`config.mk`:
```
export PLATFORM = sky130hd
export DESIGN_NAME = pipe_ctrl
export DESIGN_NICKNAME = d
export VERILOG_FILES = /design/src/rtl/pipe_ctrl.sv
export SDC_FILE = /design/constraint.sdc
export NUM_CORES = 1
export LEC_CHECK = 0
export ABC_AREA = 1
export ABC_CLOCK_PERIOD_IN_PS = 3790
export CAP_MARGIN = 40
export CORE_MARGIN = 1
export CORE_UTILIZATION = 48
export CTS_CLUSTER_SIZE = 20
export DETAILED_ROUTE_END_ITERATION = 6
export MAX_ROUTING_LAYER = met4
export PLACE_DENSITY = 0.86
export SLEW_MARGIN = 20
export SYNTH_ARGS = -nofsm -noshare
export SYNTH_HDL_FRONTEND = slang
export SYNTH_SLANG_ARGS = --single-unit
```
`constraint.sdc`:
```
create_clock -name clk -period 3.79 [get_ports clk]
set_clock_uncertainty 0.15 [all_clocks]
set_input_delay 0.9475 -clock clk [delete_from_list [all_inputs] [get_ports clk]]
set_output_delay 0.9475 -clock clk [all_outputs]
set_load 0.02 [all_outputs]
```
`src/rtl/pipe_ctrl.sv`:
```
// pipe_ctrl: pipeline stall merge, exception/eret redirect sequencing, EPC/cause holding.
// Optional stuck-stall watchdog enabled by defining PIPE_CTRL_WDOG_EN.
module pipe_ctrl #(
    parameter logic [31:0] EXC_BASE     = 32'h0000_0020,
    parameter int unsigned DRAIN_CYCLES = 2,
    parameter logic [7:0]  WDOG_LIMIT   = 8'd255
) (
    input  logic        clk,
    input  logic        rst,
    input  logic        stallreq_if,
    input  logic        stallreq_id,
    input  logic        stallreq_ex,
    input  logic        stallreq_mem,
    input  logic        exc_valid,
    input  logic [4:0]  exc_code,
    input  logic [31:0] exc_pc_i,
    output logic [5:0]  stall,
    output logic        flush,
    output logic [31:0] new_pc,
    output logic [31:0] epc_o,
    output logic [4:0]  cause_o,
    output logic        busy
);
    localparam logic [4:0] ERET_CODE = 5'h0E;
    localparam logic [4:0] WDOG_CODE = 5'h1F;
    localparam logic [3:0] DRAIN_INIT = 4'(DRAIN_CYCLES - 1);

    typedef enum logic [1:0] {IDLE, FLUSH, DRAIN} state_t;

    state_t      state_q;
    logic        flush_q;
    logic [31:0] new_pc_q;
    logic [31:0] epc_q;
    logic [4:0]  cause_q;
    logic [3:0]  drain_q;
    logic [5:0]  req_stall;
    logic        ext_acc;
    logic        wdog_hit;
    logic        accept;

    assign ext_acc = (state_q == IDLE) && exc_valid;
    assign accept  = ext_acc || wdog_hit;

`ifdef PIPE_CTRL_WDOG_EN
    logic [7:0] wdog_q;
    logic       any_req;
    assign any_req  = stallreq_if | stallreq_id | stallreq_ex | stallreq_mem;
    assign wdog_hit = (state_q == IDLE) && !exc_valid && any_req && (wdog_q == WDOG_LIMIT - 8'd1);
    // Count consecutive stalled IDLE cycles; any accepted exception restarts the count
    always_ff @(posedge clk or negedge rst) begin
        if (!rst)
            wdog_q <= 8'd0;
        else if (state_q == IDLE)
            wdog_q <= (accept || !any_req) ? 8'd0 : wdog_q + 8'd1;
    end
`else
    assign wdog_hit = 1'b0;
`endif

    // Highest requesting stage freezes itself and everything upstream
    always_comb begin
        req_stall = stallreq_mem ? 6'b011111 :
                    stallreq_ex  ? 6'b001111 :
                    stallreq_id  ? 6'b000111 :
                    stallreq_if  ? 6'b000011 : 6'b000000;
        stall     = !rst              ? 6'b000000 :
                    state_q == FLUSH  ? 6'b000000 :
                    accept            ? 6'b111111 : req_stall;
    end

    // Exception/eret sequencer: accept in IDLE, one flush cycle, then drain out flushed reports
    always_ff @(posedge clk or negedge rst) begin
        if (!rst) begin
            state_q  <= IDLE;
            flush_q  <= 1'b0;
            new_pc_q <= 32'd0;
            epc_q    <= 32'd0;
            cause_q  <= 5'd0;
            drain_q  <= 4'd0;
        end else begin
            case (state_q)
                IDLE: begin
                    if (accept) begin
                        state_q <= FLUSH;
                        flush_q <= 1'b1;
                        if (ext_acc && exc_code == ERET_CODE) begin
                            new_pc_q <= epc_q;
                        end else begin
                            new_pc_q <= EXC_BASE;
                            epc_q    <= exc_pc_i;
                            cause_q  <= ext_acc ? exc_code : WDOG_CODE;
                        end
                    end
                end
                FLUSH: begin
                    state_q <= DRAIN;
                    flush_q <= 1'b0;
                    drain_q <= DRAIN_INIT;
                end
                DRAIN: begin
                    if (drain_q == 4'd0)
                        state_q <= IDLE;
                    else
                        drain_q <= drain_q - 4'd1;
                end
                default: begin
                    state_q <= IDLE;
                    flush_q <= 1'b0;
                end
            endcase
        end
    end

    assign flush   = flush_q;
    assign new_pc  = new_pc_q;
    assign epc_o   = epc_q;
    assign cause_o = cause_q;
    assign busy    = state_q != IDLE;
endmodule

```
# Word-level counts from Yosys, hierarchy flattened
# Cells that the tools add are included.
[totals]
ff_bits = 76
input_bits = 44
output_inout_bits = 77
[classes]
addsub = 1
eq_ne = 6
muxes = 15
bitwise = 2
n_reduce_logical = 11
[op_table]
columns = ["operator", "n"]
rows = [
  ["two-way mux 32 bit", 1],
  ["two-way mux 6 bit", 3],
  ["two-way mux 4 bit", 2],
  ["case mux 4 bit (2 select lines)", 1],
  ["AND reduction 2 bit", 4],
  ["two-way mux 2 bit", 3],
  ["inequality test 2 bit, second input constant", 3],
  ["case mux 2 bit (3 select lines)", 1],
  ["== test 5 x 4 -> 1 bit, second input constant", 1],
  ["two-way mux 5 bit", 1],
  ["zero test 4 bit", 1],
  ["nonzero test 2 bit", 2],
  ["subtractor 4 x 1 -> 4 bit, second input constant", 1],
  ["two-way mux 3 bit", 1],
  ["AND reduction 3 bit", 1],
  ["== test 2 x 1 -> 1 bit, second input constant", 1],
  ["== test 2 bit, second input constant", 1],
  ["logical AND 1 bit", 2],
  ["zero test 2 bit", 1],
  ["inverter 1 bit", 2],
  ["case mux 1 bit (2 select lines)", 1],
  ["two-way mux 1 bit", 1],
]

# Logic depth before layout (Yosys ltp)
[logic_depth]
depth_word = 7
ltp_mapped = 7

# Worst setup path after synthesis
# OpenSTA, ideal clock, no wires.
[synth_path]
path_type = "input to output"
from = "input exc_valid"
to = "output stall[1]"
arrival_ps = 1649
required_time_ps = 2693
slack_ps = 1044
path_stages = 6
n_path_buf = 2
path_cell_list = "nand2_4 > buf_6 > nand3_1 > nand2_1 > nand2_1 > buf_4"
[synth_via]
elab_chain_len = 4
[synth_rtl]
columns = ["element", "line", "rtl"]
rows = [
  ["from (decl)", "14", "input logic exc_valid,"],
  ["logical AND 1 bit", "41", "assign ext_acc = (state_q == IDLE) && exc_valid;"],
  ["two-way mux 6 bit", "68", "accept ? 6'b111111 : req_stall;"],
  ["two-way mux 6 bit", "67", "state_q == FLUSH ? 6'b000000 :"],
  ["two-way mux 6 bit", "66", "stall = !rst ? 6'b000000 :"],
  ["to (decl)", "17", "output logic [5:0] stall,"],
]
# Every way passes these cells.

# Final worst setup path
# Same ends and word-level chain as after synthesis.

==> results <==
-- power breakdown --
part	switching, uW	internal [uW]	leakage [uW]
clock network	304	456	0.000122
logic	745	591	0.00126
registers	186	1050	0.000988
-- cell type report --
type | instances | area, um^2 | share of cell area, %
clock buffer | 10 | 138 | 2.97
timing repair buffer | 125 | 1250 | 26.9
multi-input combinational | 254 | 1090 | 23.4
tap | 77 | 96.3 | 2.08
inverter | 13 | 53.8 | 1.16
clock inverter | 6 | 111 | 2.40
sequential | 76 | 1900 | 41.0
-- Yosys cell counts --
| master | count | area (um^2) |
|---|---|---|
| buf_6 | 11 | 124 |
| nor2_1 | 11 | 41.3 |
| o21ai_0 | 1 | 5.00 |
| a21oi_1 | 1 | 5.00 |
| nor2_4 | 2 | 22.5 |
| nand2_4 | 2 | 22.5 |
| nand3_1 | 37 | 185 |
| nand2_1 | 190 | 713 |
| nand3_2 | 4 | 40.0 |
| dfrtp_1 | 76 | 1900 |
| buf_2 | 2 | 10.0 |
| o21bai_1 | 1 | 7.51 |
| nand4_1 | 1 | 6.26 |
| inv_6 | 1 | 8.76 |
| nand2_2 | 1 | 6.26 |
| inv_1 | 12 | 45.0 |
| buf_4 | 4 | 30.0 |
| nand3b_1 | 1 | 7.51 |
| ha_1 | 2 | 25.0 |
| buf_12 | 2 | 40.0 |
-- worst paths after layout --
check / from / to
max reg2reg: state_q[1] / new_pc[17]
min reg2reg: new_pc[12] / new_pc[12]
max: exc_valid / stall[1]
min: rst / state_q[0]
min in group clk: new_pc[12] / new_pc[12]
max in group asynchronous: rst / epc_o[14]
-- metrics by stage --
stage               setup WS (ps)  total power, uW
floorplan                    1040             1990
global placement              343             2540
detailed placement            290             2590
CTS                           270             3350
global route                  220             3520
finish                        279             3330
-- sequential cells by signal, summed over array words and instances, names as in the netlist --
register and flops:
flush 1, new_pc 32, cause_o 5, epc_o 32, drain_q 4, state_q 2
-- routing by layer --
layer / track usage [%] / vias up
li1: - / 1350
met1: 30.6 / 1334
met2: 38.4 / 97
met3: 4.13 / 21
met4: 11.1 / 0
met5: - / -
-- cells by family (layout without fill, tap and decap cells) --
logic type / Yosys count / count (layout) / synth area share, %
and+or+nand+nor: 249 / 249 / 32.2
buffers and inverters: 32 / 154 / 7.94
DFF: 76 / 76 / 58.6
AOI/OAI and AO/OA: 3 / 3 / 0.539
adders and majority gates: 2 / 2 / 0.771
-- critical path, delay by kind of cell --
family | cells | cell delay (ps)
buf+inv | 2 | 1110
simple gates | 4 | 350
-- cell usage in the layout (no fill, tap or decap), types with 2 or more instances in the layout --
cell               n
nand2_1          190
nand3_2            4
bufinv_16          3
nand3_1           37
nor2_4             2
nor2_1            11
clkdlybuf4s50_1  119
ha_1               2
clkbuf_8          10
nand2_4            2
dfrtp_1           76
inv_1             12
buf_4              5
==> impl_metrics.json <==
{
  "crit_type": "in -> out",
  "ios": 121,
  "dieWidth_um": 84.2,
  "yosysSeqAreaShare_pct": 58.6,
  "rsz0062_at_grt": "false",
  "viasPerCell": 4.99,
  "hold_buffers": 0,
  "nets": 525,
  "avgSynthCellArea_um2": 8.97,
  "grt_max_degree": 45,
  "place_hpwl_mm": 5.34,
  "peakVddDrop_mv": 0.433,
  "syn2layout_area_growth_pct": 42.8,
  "antennaDiodeCount": 0,
  "cts_setup_buffers": 0,
  "crit_chain": "clkdlybuf4s50_1, nand2_4, nand3_1, nand2_1, nand2_1, clkdlybuf4s50_1",
  "place_congestion": 0.763,
  "arrival_ps": 2410,
  "ant_nets": 0,
  "routed_wl_mm": 7.86,
  "die_h_um": 84.2,
  "hold_viol": 0,
  "cts.sinks": 76,
  "h-tree-depth": 3,
  "hold_path_class": "in -> async",
  "wl_met2_mm": 3.91,
  "cp_slowest_stage_delay_ps": 600,
  "portBuffers": 120,
  "wl_per_cell_um": 14.0,
  "drc": 14,
  "insertion_delay_ps": 330,
  "synth_cells": 362,
  "drive_gt1_share_pct": 6.61,
  "final_core_util_pct": 72.2,
  "relSlewSlack_pct": 49.5,
  "drv_slew": 0,
  "crit_required_ps": 2690,
  "worst_setup_path_end_kind": "primary output",
  "yosys_warnings": 0,
  "dieArea_um2": 7100,
  "grt_pass1_wl_mm": 13.0,
  "netlist_area_um2": 3250,
  "slowest_stage": "clkdlybuf4s50_1",
  "rrSetupSlack_ps": 1710,
  "setup-violations-final": 0,
  "finalInstanceArea_um2": 4640,
  "run_status": "finished with violations",
  "fin_crit_ps": 3510,
  "clock_path_buffers": 2,
  "syn-num-nets": 408,
  "track_usage_pct": 24.2,
  "cp-start-kind": "primary input",
  "clkTransAtPathRegs_ps": 80,
  "ys_ff_latch": 76,
  "wl_met1_mm": 3.31,
  "start_util_pct": 50.6,
  "fp-row-count": 29,
  "drv_cap": 0,
  "p_per_area_nw_per_um2": 718,
  "vias": 2802,
  "coreArea_um2": 6420,
  "cts_buffers": 9,
  "critPathMaxFanout": 5,
  "final-instance-count-excl-fill": 561,
  "tns_ps": 0,
  "fmax_mhz": 285,
  "place_area_um2": 4390,
  "nFillCells": 468,
  "grt_antenna_before_repair": 0,
  "grt_pass1_vias": 2677,
  "worst_slew_pin_slew_ps": 755,
  "period_share_pct": 92.6,
  "top_layer": "met4",
  "overflow": 0,
  "cts_tree": "done",
  "cellLeakagePower_uw": 0.00237,
  "violations": "design-rule violations",
  "yosysUniqueCellTypes": 20,
  "wl_met3_um": 445,
  "cts_resized": 0,
  "drtIter0Drc": 163,
  "firstDrtPassIters": 7,
  "cts_root_buf": "clkbuf_8",
  "dp_cells": 545,
  "hold_ws_ps": 242,
  "r2r_cells": 6
}
Power figures use the tool's default switching activity.
